`config.mk`:
```
export PLATFORM = sky130hd
export DESIGN_NAME = processor_mc
export DESIGN_NICKNAME = d
export VERILOG_FILES = /design/src/rtl/proc_pkg.sv /design/src/rtl/proc_alu.sv /design/src/rtl/processor_mc.sv
export SDC_FILE = /design/constraint.sdc
export NUM_CORES = 1
export LEC_CHECK = 0
export BUFFER_PORTS_ARGS = -buffer_cell sky130_fd_sc_hd__clkbuf_2
export CAP_MARGIN = 20
export CORE_ASPECT_RATIO = 0.5
export CORE_MARGIN = 10
export CORE_UTILIZATION = 45
export CTS_BUF_LIST = sky130_fd_sc_hd__clkbuf_8
export DETAILED_ROUTE_END_ITERATION = 10
export REMOVE_ABC_BUFFERS = 1
export SETUP_SLACK_MARGIN = 0.5
export SYNTH_ARGS = -nofsm -noshare
export SYNTH_HDL_FRONTEND = slang
export SYNTH_HIERARCHICAL = 1
export SYNTH_SLANG_ARGS = --single-unit
```
`constraint.sdc`:
```
create_clock -name clock -period 16.7 [get_ports clock]
set_clock_uncertainty 0.2 [all_clocks]
set_input_delay 0.835 -clock clock [delete_from_list [all_inputs] [get_ports clock]]
set_output_delay 0.835 -clock clock [all_outputs]
set_load 0.05 [all_outputs]
```
`src/rtl/proc_pkg.sv`:
```
// ---------------------------------------------------------------------------
// proc_pkg
// Shared definitions for the multi-cycle processor core.
//   - opcode and ALU operation encodings
//   - special register indices (r30 status, r31 return address)
//   - overflow status codes written to r30
//   - FSM state enumeration
//   - read_regs(): decodes the regfile read addresses from an instruction word
// No ports (package).
// ---------------------------------------------------------------------------
package proc_pkg;

    localparam logic [4:0] OP_R    = 5'b00000;
    localparam logic [4:0] OP_J    = 5'b00001;
    localparam logic [4:0] OP_BNE  = 5'b00010;
    localparam logic [4:0] OP_JAL  = 5'b00011;
    localparam logic [4:0] OP_JR   = 5'b00100;
    localparam logic [4:0] OP_ADDI = 5'b00101;
    localparam logic [4:0] OP_BLT  = 5'b00110;
    localparam logic [4:0] OP_SW   = 5'b00111;
    localparam logic [4:0] OP_LW   = 5'b01000;
    localparam logic [4:0] OP_SETX = 5'b10101;
    localparam logic [4:0] OP_BEX  = 5'b10110;

    localparam logic [4:0] ALU_ADD = 5'd0;
    localparam logic [4:0] ALU_SUB = 5'd1;
    localparam logic [4:0] ALU_AND = 5'd2;
    localparam logic [4:0] ALU_OR  = 5'd3;
    localparam logic [4:0] ALU_SLL = 5'd4;
    localparam logic [4:0] ALU_SRA = 5'd5;

    localparam logic [4:0] REG_STATUS = 5'd30;
    localparam logic [4:0] REG_RA     = 5'd31;

    localparam logic [31:0] OVF_ADD  = 32'd1;
    localparam logic [31:0] OVF_ADDI = 32'd2;
    localparam logic [31:0] OVF_SUB  = 32'd3;

    typedef enum logic [2:0] {
        FETCH,
        DECODE,
        EXEC,
        MEM,
        WB
    } state_t;

    // Returns {read_a, read_b}. Unused ports read r0.
    function automatic logic [9:0] read_regs(input logic [31:0] instr);
        logic [4:0] ra;
        logic [4:0] rb;
        ra = 5'd0;
        rb = 5'd0;
        case (instr[31:27])
            OP_R: begin
                ra = instr[21:17];
                rb = instr[16:12];
            end
            OP_ADDI, OP_LW: begin
                ra = instr[21:17];
            end
            OP_SW: begin
                ra = instr[21:17];
                rb = instr[26:22];
            end
            OP_BNE, OP_BLT: begin
                ra = instr[26:22];
                rb = instr[21:17];
            end
            OP_JR: begin
                ra = instr[26:22];
            end
            OP_BEX: begin
                ra = REG_STATUS;
            end
            default: begin
            end
        endcase
        return {ra, rb};
    endfunction

endpackage

```
`src/rtl/proc_alu.sv`:
```
// ---------------------------------------------------------------------------
// proc_alu
// Combinational 32-bit ALU.
// Ports:
//   a, b    in  32  operands
//   op      in  5   operation (add/sub/and/or/sll/sra)
//   shamt   in  5   shift amount for sll/sra
//   result  out 32  operation result (0 for unknown ops)
//   ne      out 1   a != b
//   lt      out 1   a < b, signed
//   ovf     out 1   signed overflow, only for add/sub
// ---------------------------------------------------------------------------
module proc_alu
    import proc_pkg::*;
(
    input  logic [31:0] a,
    input  logic [31:0] b,
    input  logic [4:0]  op,
    input  logic [4:0]  shamt,
    output logic [31:0] result,
    output logic        ne,
    output logic        lt,
    output logic        ovf
);

    logic [31:0] sum;
    logic [31:0] diff;

    assign sum  = a + b;
    assign diff = a - b;

    // Overflow: operands of equal sign (add) or opposite sign (sub) whose
    // result sign differs from a.
    always_comb begin
        result = 32'd0;
        ovf    = 1'b0;
        case (op)
            ALU_ADD: begin
                result = sum;
                ovf    = (a[31] == b[31]) && (sum[31] != a[31]);
            end
            ALU_SUB: begin
                result = diff;
                ovf    = (a[31] != b[31]) && (diff[31] != a[31]);
            end
            ALU_AND: result = a & b;
            ALU_OR:  result = a | b;
            ALU_SLL: result = a << shamt;
            ALU_SRA: result = $signed(a) >>> shamt;
            default: result = 32'd0;
        endcase
    end

    assign ne = (a != b);
    assign lt = ($signed(a) < $signed(b));

endmodule

```
`src/rtl/processor_mc.sv`:
```
// ---------------------------------------------------------------------------
// processor_mc
// Multi-cycle 32-bit core: FETCH -> DECODE -> EXEC -> (MEM) -> WB.
// Optional build macro: PERF_CNT_EN adds cycle_cnt / instr_cnt outputs.
// Parameters:
//   ADDR_W    width of PC and memory addresses (PC wraps modulo 2^ADDR_W)
//   RESET_PC  PC value after reset
// Ports:
//   clock, reset                 rising-edge clock, async active-low reset
//   address_imem / q_imem        instruction fetch (one-cycle read latency)
//   address_dmem, data, wren     data memory address, store data, store enable
//   dmem_req / dmem_ready        variable-latency data memory handshake
//   q_dmem                       load data, valid when dmem_ready is high
//   ctrl_writeEnable, ctrl_writeReg, data_writeReg   regfile write port
//   ctrl_readRegA/B, data_readRegA/B                 regfile read ports
//   retire                       one-cycle pulse per completed instruction
//   cycle_cnt, instr_cnt         (PERF_CNT_EN only) performance counters
// ---------------------------------------------------------------------------
module processor_mc
    import proc_pkg::*;
#(
    parameter int              ADDR_W   = 12,
    parameter logic [ADDR_W-1:0] RESET_PC = '0
) (
    input  logic              clock,
    input  logic              reset,
    output logic [ADDR_W-1:0] address_imem,
    input  logic [31:0]       q_imem,
    output logic [ADDR_W-1:0] address_dmem,
    output logic [31:0]       data,
    output logic              wren,
    output logic              dmem_req,
    input  logic              dmem_ready,
    input  logic [31:0]       q_dmem,
    output logic              ctrl_writeEnable,
    output logic [4:0]        ctrl_writeReg,
    output logic [4:0]        ctrl_readRegA,
    output logic [4:0]        ctrl_readRegB,
    output logic [31:0]       data_writeReg,
    input  logic [31:0]       data_readRegA,
    input  logic [31:0]       data_readRegB,
    output logic              retire
`ifdef PERF_CNT_EN
    ,
    output logic [31:0]       cycle_cnt,
    output logic [31:0]       instr_cnt
`endif
);

    state_t            state;
    logic [ADDR_W-1:0] pc;
    logic [31:0]       ir;
    logic [31:0]       opa_q;
    logic              ne_q;
    logic              lt_q;

    logic [4:0]        opcode;
    logic [4:0]        rd;
    logic [4:0]        shamt;
    logic [4:0]        aluop;
    logic [31:0]       imm_ext;
    logic [31:0]       target_ext;

    logic [ADDR_W-1:0] pc_plus1;
    logic [ADDR_W-1:0] branch_pc;
    logic [ADDR_W-1:0] target_pc;
    logic [ADDR_W-1:0] next_pc;

    logic [31:0]       alu_b;
    logic [4:0]        alu_op;
    logic [31:0]       alu_result;
    logic              alu_ne;
    logic              alu_lt;
    logic              alu_ovf;

    logic              is_mem;
    logic              is_sw;
    logic              wb_we;
    logic [4:0]        wb_reg;
    logic [31:0]       wb_data;

    assign opcode     = ir[31:27];
    assign rd         = ir[26:22];
    assign shamt      = ir[11:7];
    assign aluop      = ir[6:2];
    assign imm_ext    = {{15{ir[16]}}, ir[16:0]};
    assign target_ext = {5'd0, ir[26:0]};

    assign pc_plus1   = pc + ADDR_W'(1);
    assign branch_pc  = pc_plus1 + imm_ext[ADDR_W-1:0];
    assign target_pc  = ir[ADDR_W-1:0];

    assign address_imem = pc;
    assign is_sw        = (opcode == OP_SW);
    assign is_mem       = (opcode == OP_LW) || is_sw;

    // ALU operand/operation select. Branches subtract so the flags come from
    // a clean compare; memory ops and addi add the sign-extended immediate.
    always_comb begin
        alu_b  = data_readRegB;
        alu_op = ALU_ADD;
        case (opcode)
            OP_R:                 alu_op = aluop;
            OP_ADDI, OP_LW, OP_SW: alu_b = imm_ext;
            OP_BNE, OP_BLT:       alu_op = ALU_SUB;
            default:              alu_op = ALU_ADD;
        endcase
    end

    proc_alu u_alu (
        .a      (data_readRegA),
        .b      (alu_b),
        .op     (alu_op),
        .shamt  (shamt),
        .result (alu_result),
        .ne     (alu_ne),
        .lt     (alu_lt),
        .ovf    (alu_ovf)
    );

    // Writeback values, computed in the cycle that leaves EXEC (live ALU
    // result) or MEM (live q_dmem) so the WB outputs can be registered.
    // Overflow redirects the write to r30 with a status code; a resolved
    // destination of r0 never writes.
    always_comb begin
        wb_we   = 1'b0;
        wb_reg  = rd;
        wb_data = alu_result;
        case (opcode)
            OP_R: begin
                wb_we = 1'b1;
                if (alu_ovf) begin
                    wb_reg  = REG_STATUS;
                    wb_data = (aluop == ALU_SUB) ? OVF_SUB : OVF_ADD;
                end
            end
            OP_ADDI: begin
                wb_we = 1'b1;
                if (alu_ovf) begin
                    wb_reg  = REG_STATUS;
                    wb_data = OVF_ADDI;
                end
            end
            OP_LW: begin
                wb_we   = 1'b1;
                wb_data = q_dmem;
            end
            OP_JAL: begin
                wb_we   = 1'b1;
                wb_reg  = REG_RA;
                wb_data = 32'(pc_plus1);
            end
            OP_SETX: begin
                wb_we   = 1'b1;
                wb_reg  = REG_STATUS;
                wb_data = target_ext;
            end
            default: begin
                wb_we = 1'b0;
            end
        endcase
        if (wb_reg == 5'd0) begin
            wb_we = 1'b0;
        end
    end

    // PC selected at the end of WB from the flags and operand latched in EXEC.
    always_comb begin
        next_pc = pc_plus1;
        case (opcode)
            OP_J, OP_JAL: next_pc = target_pc;
            OP_BEX:       next_pc = (opa_q != 32'd0) ? target_pc : pc_plus1;
            OP_BNE:       next_pc = ne_q ? branch_pc : pc_plus1;
            OP_BLT:       next_pc = lt_q ? branch_pc : pc_plus1;
            OP_JR:        next_pc = opa_q[ADDR_W-1:0];
            default:      next_pc = pc_plus1;
        endcase
    end

    // Main FSM. Read addresses are registered at the end of DECODE and held
    // until the next DECODE so regfile data stays stable through MEM and WB.
    // data_writeReg doubles as the MDR for loads.
    always_ff @(posedge clock or negedge reset) begin
        if (!reset) begin
            state            <= FETCH;
            pc               <= RESET_PC;
            ir               <= 32'd0;
            opa_q            <= 32'd0;
            ne_q             <= 1'b0;
            lt_q             <= 1'b0;
            address_dmem     <= '0;
            data             <= 32'd0;
            wren             <= 1'b0;
            dmem_req         <= 1'b0;
            ctrl_writeEnable <= 1'b0;
            ctrl_writeReg    <= 5'd0;
            ctrl_readRegA    <= 5'd0;
            ctrl_readRegB    <= 5'd0;
            data_writeReg    <= 32'd0;
            retire           <= 1'b0;
        end else begin
            case (state)
                FETCH: begin
                    state <= DECODE;
                end
                DECODE: begin
                    ir                             <= q_imem;
                    {ctrl_readRegA, ctrl_readRegB} <= read_regs(q_imem);
                    state                          <= EXEC;
                end
                EXEC: begin
                    opa_q        <= data_readRegA;
                    data         <= data_readRegB;
                    ne_q         <= alu_ne;
                    lt_q         <= alu_lt;
                    address_dmem <= alu_result[ADDR_W-1:0];
                    if (is_mem) begin
                        dmem_req <= 1'b1;
                        wren     <= is_sw;
                        state    <= MEM;
                    end else begin
                        ctrl_writeEnable <= wb_we;
                        ctrl_writeReg    <= wb_reg;
                        data_writeReg    <= wb_data;
                        retire           <= 1'b1;
                        state            <= WB;
                    end
                end
                MEM: begin
                    if (dmem_ready) begin
                        dmem_req         <= 1'b0;
                        wren             <= 1'b0;
                        ctrl_writeEnable <= wb_we;
                        ctrl_writeReg    <= wb_reg;
                        data_writeReg    <= wb_data;
                        retire           <= 1'b1;
                        state            <= WB;
                    end
                end
                WB: begin
                    ctrl_writeEnable <= 1'b0;
                    retire           <= 1'b0;
                    pc               <= next_pc;
                    state            <= FETCH;
                end
                default: begin
                    state <= FETCH;
                end
            endcase
        end
    end

`ifdef PERF_CNT_EN
    // Free-running cycle counter and retired-instruction counter.
    always_ff @(posedge clock or negedge reset) begin
        if (!reset) begin
            cycle_cnt <= 32'd0;
            instr_cnt <= 32'd0;
        end else begin
            cycle_cnt <= cycle_cnt + 32'd1;
            if (retire) begin
                instr_cnt <= instr_cnt + 32'd1;
            end
        end
    end
`endif

endmodule

```
---- Yosys cells after proc, flatten, opt, wreduce, memory -nomap -nowiden ----
Index checks and enable logic that the tools add are counted.
word-level totals
  bits in registers ....................... 176
  latch bits .............................. 0
  bits in writable memories ............... 0
  memory bits (read-only) ................. 0
  bits of input ports ..................... 131
  output and inout bits ................... 107
  memories kept ........................... 0
cells by class
  $add $sub $neg .......................... 4
  multipliers ............................. 0
  divide/modulo/power cells ............... 0
  magnitude comparators ................... 1
  equality and inequality tests ........... 35
  shift-type cells ........................ 2
  muxes and demuxes ....................... 38
  bitwise logic cells ..................... 2
  reduce and logical (&&, ||, !) cells .... 22
operators by type and width
  operator                                                         number
  32-bit one-hot mux with 6 select lines                           1
  32-bit 2-to-1 mux                                                5
  32-bit one-hot mux with 5 select lines                           1
  32-bit one-hot mux with 2 select lines                           1
  12-bit one-hot mux with 5 select lines                           1
  5-bit by 3-bit == test with 1-bit output, second input constant  10
  5-bit one-hot mux with 3 select lines                            3
  12-bit 2-to-1 mux                                                3
  32-bit adder                                                     1
  32-bit bitwise AND                                               1
  32-bit < comparator                                              1
  32-bit inequality test                                           1
  32-bit bitwise OR                                                1
  32-bit nonzero test                                              1
  32-bit by 5-bit << shifter with 32-bit output                    1
  32-bit by 5-bit >>> shifter with 32-bit output                   1
  32-bit subtractor                                                1
  5-bit by 2-bit == test with 1-bit output, second input constant  5
  5-bit logical NOT                                                4
  5-bit one-hot mux with 2 select lines                            2
  5-bit by 1-bit == test with 1-bit output, second input constant  3
  5-bit == test, second input constant                             3
  5-bit 2-to-1 mux                                                 3
  12-bit by 1-bit adder with 12-bit output, second input constant  1
  24 further kinds                                                 49

---- Longest topological paths before layout ----
  depth in word-level cells ............... 13
  depth in mapped cells ................... 25
  mapped depth without buffers ............ 22

---- By module ----
The synthesis kept the hierarchy.
by module, submodules not included
  module        times used  cells an instance  area each (sq um)
  processor_mc  1           915                8886.0
  proc_alu      1           1191               8336.7

---- Worst setup path before layout ----
Ideal clock, no wire load.
  path kind ............................... register to register
  from .................................... reg ir[27]
  to ...................................... reg ctrl_writeEnable
  library setup time ...................... 138 ps
  arrival time ............................ 5138 ps
  data required time ...................... 16362 ps
  path slack .............................. 11224 ps
  cell stages (with the launch flop) ...... 26
  buffers on the path ..................... 3
  period minus slack after synthesis ...... 5476 ps
  cell sequence ........................... dfrtp_1 -> buf_6 -> nor2_4 -> nand3_1 -> a21oi_1 -> nand2_1 -> clkbuf_1 -> nand2_1 -> inv_1 -> ha_1 -> clkbuf_1 -> or4_1 -> nor2_1 -> a21oi_1 -> a21boi_0 -> a311oi_1 -> a2bb2oi_1 -> xnor2_1 -> a2bb2oi_1 -> nor2_1 -> or4b_1 -> a211o_1 -> a21oi_1 -> nand2_1 -> nor3_1 -> o22ai_1
between the ends
  cells in the longest elaborated chain, start to end .. 13
  elaborated cells between the ends (all ways) .. 36
ends and longest elaborated chain
  what                                                                                                         RTL line                                  text
  start, declared                                                                                              processor_mc.sv:52                        logic [31:0] ir;
  start signal, assigned                                                                                       processor_mc.sv:207                       ir <= q_imem;
  5-bit by 3-bit == test with 1-bit output / 5-bit by 4-bit == test with 1-bit output (equally long branches)  processor_mc.sv:102                       case (opcode)
  3-bit OR reduction (*)                                                                                       processor_mc.sv:102
  32-bit 2-to-1 mux (*)                                                                                        processor_mc.sv:102
  via alu_b[21]                                                                                                processor_mc.sv:69                        logic [31:0] alu_b;
  32-bit subtractor / 32-bit adder (equally long branches)                                                     proc_alu.sv:30, proc_alu.sv:29
  1-bit inequality test, on equally long branches                                                              proc_alu.sv:44, proc_alu.sv:40
  1-bit logical AND, on equally long branches                                                                  proc_alu.sv:44, proc_alu.sv:40
  1-bit one-hot mux with 2 select lines (*)                                                                    proc_alu.sv:37                            case (op)
  via alu_ovf                                                                                                  processor_mc.sv:74                        logic alu_ovf;
  5-bit 2-to-1 mux (*)                                                                                         processor_mc.sv:132, processor_mc.sv:139
  5-bit one-hot mux with 3 select lines (*)                                                                    processor_mc.sv:129                       case (opcode)
  5-bit logical NOT (*)                                                                                        processor_mc.sv:162                       if (wb_reg == 5'd0) begin
  1-bit 2-to-1 mux (*)                                                                                         processor_mc.sv:162
  1-bit 2-to-1 mux, on equally long branches                                                                   processor_mc.sv:230, processor_mc.sv:217
  1-bit one-hot mux with 3 select lines (*)                                                                    processor_mc.sv:202                       case (state)
  end signal, assigned                                                                                         processor_mc.sv:222                       ctrl_writeEnable <= wb_we;
  end signal, assigned                                                                                         processor_mc.sv:233                       ctrl_writeEnable <= wb_we;
  end, declared                                                                                                processor_mc.sv:35                        output logic ctrl_writeEnable,
The timed path passes the listed nets; every way through them passes the cells marked *. The select of a mux whose other input is x is not followed.
A chain may end at the register's enable or synchronous reset.

---- Worst setup path after layout ----
  from .................................... reg ir[27]
  to ...................................... reg data_writeReg[20]
between the ends
  cells in the longest elaborated chain, start to end .. 11
  elaborated cells between the ends (all ways) .. 39
ends and longest elaborated chain
  what                                                                                                         RTL line                                  text
  5-bit by 3-bit == test with 1-bit output / 5-bit by 4-bit == test with 1-bit output (equally long branches)  processor_mc.sv:102
  3-bit OR reduction (*)                                                                                       processor_mc.sv:102
  32-bit 2-to-1 mux (*)                                                                                        processor_mc.sv:102
  via alu_b[21]                                                                                                processor_mc.sv:69
  32-bit subtractor / 32-bit adder (equally long branches)                                                     proc_alu.sv:30, proc_alu.sv:29
  1-bit inequality test, on equally long branches                                                              proc_alu.sv:44, proc_alu.sv:40
  1-bit logical AND, on equally long branches                                                                  proc_alu.sv:44, proc_alu.sv:40
  1-bit one-hot mux with 2 select lines (*)                                                                    proc_alu.sv:37
  via alu_ovf                                                                                                  processor_mc.sv:74
  32-bit 2-to-1 mux, on equally long branches                                                                  processor_mc.sv:139, processor_mc.sv:132
  32-bit one-hot mux with 5 select lines (*)                                                                   processor_mc.sv:129
  32-bit 2-to-1 mux, on equally long branches                                                                  processor_mc.sv:230, processor_mc.sv:217
  32-bit one-hot mux with 2 select lines (*)                                                                   processor_mc.sv:202
  end signal, assigned                                                                                         processor_mc.sv:224                       data_writeReg <= wb_data;
  end signal, assigned                                                                                         processor_mc.sv:235                       data_writeReg <= wb_data;
  end, declared                                                                                                processor_mc.sv:39                        output logic [31:0] data_writeReg,
Marks and branches as above.

==> flow_summary.json <==
{
  "status": "completed",
  "cts_hold_buf": 0,
  "yosysWarnings": 6,
  "yosys_register_bits": 176,
  "dp_hpwl_um": 53100,
  "wl_per_cell_um": 25.4,
  "ys_types": 83,
  "fin_setup_tns_ns": 0,
  "drive_gt1_frac": 0.200,
  "synthArstFlopShare": 1.00,
  "hold_viol_final": 0,
  "hold_class": "input pin to async pin",
  "gp_congestion": 0.985,
  "clk_pin_slew_worst_paths_ns": 0.14,
  "synth_top_cell_by_area": "dfrtp_1",
  "ir_worst_vdd_mv": 0.0961,
  "final_common_cell": "nand2_1",
  "syn_to_final_growth_pct": 11.3,
  "cts_buffers": 17,
  "fin_crit_sh": 0.438,
  "placed_cell_area_um2": 18700,
  "cpMaxStageDelayCell": "or4_1",
  "postCtsSetupRepairBufs": 0,
  "start_util": 0.458,
  "rr_startpoint": "ir[27]",
  "finalSetupViolations": 0,
  "synth_ff_type": "dfrtp_1",
  "boundaryPins": 238,
  "synth_edf_count": 0,
  "path_class": "flop to flop",
  "required_ns": 16.93,
  "cts_resized": 0,
  "grtUsageTotal": 0.294,
  "rsz0062_at_grt": "no",
  "cts_tree": "done",
  "fp.dieH_um": 158,
  "nFillCells": 3744,
  "power.density_nw_per_um2": 241,
  "worstMarginPinSlew_ns": 1.22,
  "fin_area_um2": 19200,
  "die_w_um": 297,
  "nets": 2510,
  "antenna_found_initial": 0,
  "core_um2": 37600,
  "ys_seq_area_frac": 0.256,
  "critPathLaunchType": "flop",
  "final_cell_mix": "nand2_1 (306), clkbuf_2 (236), nor2_1 (179)",
  "clock.fmax_mhz": 137,
  "synthCells": 2106,
  "dr.pass1.iters": 8,
  "avgSynthCellArea_um2": 8.18,
  "power.total_w": 0.00462,
  "cpMostUsedCell": "a21oi_1",
  "crit-reg2reg-capture": "data_writeReg[20]",
  "cp-end-kind": "flop",
  "ctsRootBufferMaster": "clkbuf_8",
  "drt-total-wl_um": 70600,
  "p_leak_nw": 8.60,
  "arrival_ns": 7.54,
  "syn_area_um2": 17200,
  "synth.top_cell.area_share": 0.256,
  "dr.first_iter.drc_count": 2351,
  "max-cap-violations": 0,
  "slowest_delay_ns": 0.64,
  "worst_slack_ns": 9.38,
  "synth_area_leaders": "dfrtp_1 (26%), ha_1 (9.1%), nand2_1 (6.7%)",
  "clk_latency_ns": 0.52,
  "port_buffers": 237,
  "antenna_left": 0,
  "pre_cts_slack_ns": 9.57,
  "drc": 0,
  "cp_max_fo": 22,
  "grt_overflow_total": 0,
  "clock_sinks": 176,
  "grt_max_degree": 82,
  "cts_max_level": 4,
  "grt_pass1_wl_um": 105000,
  "vias_per_cell": 6.26,
  "crit_chain": "nor2_4 > nand3_1 > a21oi_1 > buf_4 > nand2_1 > nand2_1 > inv_1 > ha_1 > or4_1 > nor2_1 > a21oi_1 > a21boi_0 > a311oi_1 > a2bb2oi_1 > xnor2_1 > a2bb2oi_1 > nor2_1 > o21ai_1 > o22ai_1 > a21oi_2 > buf_4 > a222oi_1 > a21oi_1",
  "final_max_slew_viol_count": 0,
  "max-clock-path-buffers": 2,
  "worstRegToRegCells": 23,
  "post-route-min-period_ns": 7.32,
  "num_rows": 50,
  "rrSetupSlack_ns": 9.38,
  "num_vias": 17439,
  "diodes": 0,
  "grt_pass1_vias": 16639,
  "dieArea_um2": 47000,
  "max_slew_margin": 0.179
}
-- layout make-up --
cell class / instances / area (um2) / area share
clock buffer: 18 / 248 / 0.0129
clock inverter: 14 / 163 / 0.00849
inverter: 116 / 435 / 0.0227
multi-input combinational: 1674 / 11800 / 0.617
sequential: 176 / 4410 / 0.230
tap: 520 / 651 / 0.0339
timing repair buffer: 266 / 1430 / 0.0744
-- cell usage after synthesis (all sizes together), types with 26 or more instances --
master  count
a211oi     26
a21oi     176
a222oi     40
buf        44
clkbuf     96
dfrtp     176
ha        125
inv       113
mux2       95
mux2i      82
mux4       39
nand2     306
nand2b     27
nand3      31
nor2      181
nor3       35
o211ai     30
o21ai     140
xnor2      31
-- report_power, final --
part	internal, W	total (W)	switching, W
combinational	0.00113	0.00343	0.00230
sequential	0.000639	0.000856	0.000217
clock	0.000118	0.000336	0.000218
total	0.00189	0.00462	0.00273
-- metrics by stage --
stage | std cells | util | hold WS, ns
6_report | 2784 | 0.510 | 0.0827
3_5_place_dp | 2750 | 0.498 | 0.273
4_1_cts | 2782 | 0.509 | 0.0605
3_3_place_gp | 2750 | 0.498 | 0.264
2_1_floorplan | 1966 | - | 0.247
5_1_grt | 2784 | 0.510 | 0.103
-- worst max-delay path, delay by kind of cell (launching register included) --
kind | cells | cell delay (ns)
simple gates | 7 | 2.36
buf+inv | 3 | 0.75
fa+ha+maj | 1 | 0.40
xor+xnor | 1 | 0.16
flops | 1 | 0.63
compound gates | 11 | 2.65
-- per-layer routing --
metal  vias up  global-route usage  part of all wire
met5         -                   0                 0
met4         0              0.0912             0.028
met3        98              0.0880              0.11
met2       858               0.447              0.44
met1      8549               0.395              0.43
li1       7934                   -                 -
-- state kept, by name, indices dropped and copies added (netlist names), 3 cells and up --
register,flops
address_dmem,12
address_imem,12
ctrl_readRegA,5
ctrl_readRegB,5
ctrl_writeReg,5
data,32
data_writeReg,32
ir,32
opa_q,32
state,3
-- kinds of logic after synthesis --
family                     after synthesis  share of synthesized area
AOI/OAI and AO/OA                      598                      0.229
xor gates and xnor gates                49                     0.0249
adders and majority gates              128                     0.0943
buffers and inverters                  256                     0.0593
DFF                                    176                      0.256
muxes                                  216                      0.161
and+or+nand+nor                        683                      0.176
-- how the worst max path moves through the flow --
stage	cells after the start	from	slack, ns	to
floorplan	9	ir[31]	7.53	data_writeReg[28]
CTS	23	ir[27]	9.55	data_writeReg[20]
detailed placement	23	ir[27]	9.57	data_writeReg[20]
global placement	23	ir[27]	9.91	data_writeReg[22]
global route	23	ir[27]	8.92	data_writeReg[13]
finish	23	ir[27]	9.38	data_writeReg[20]
Power figures use the tool's default switching activity.
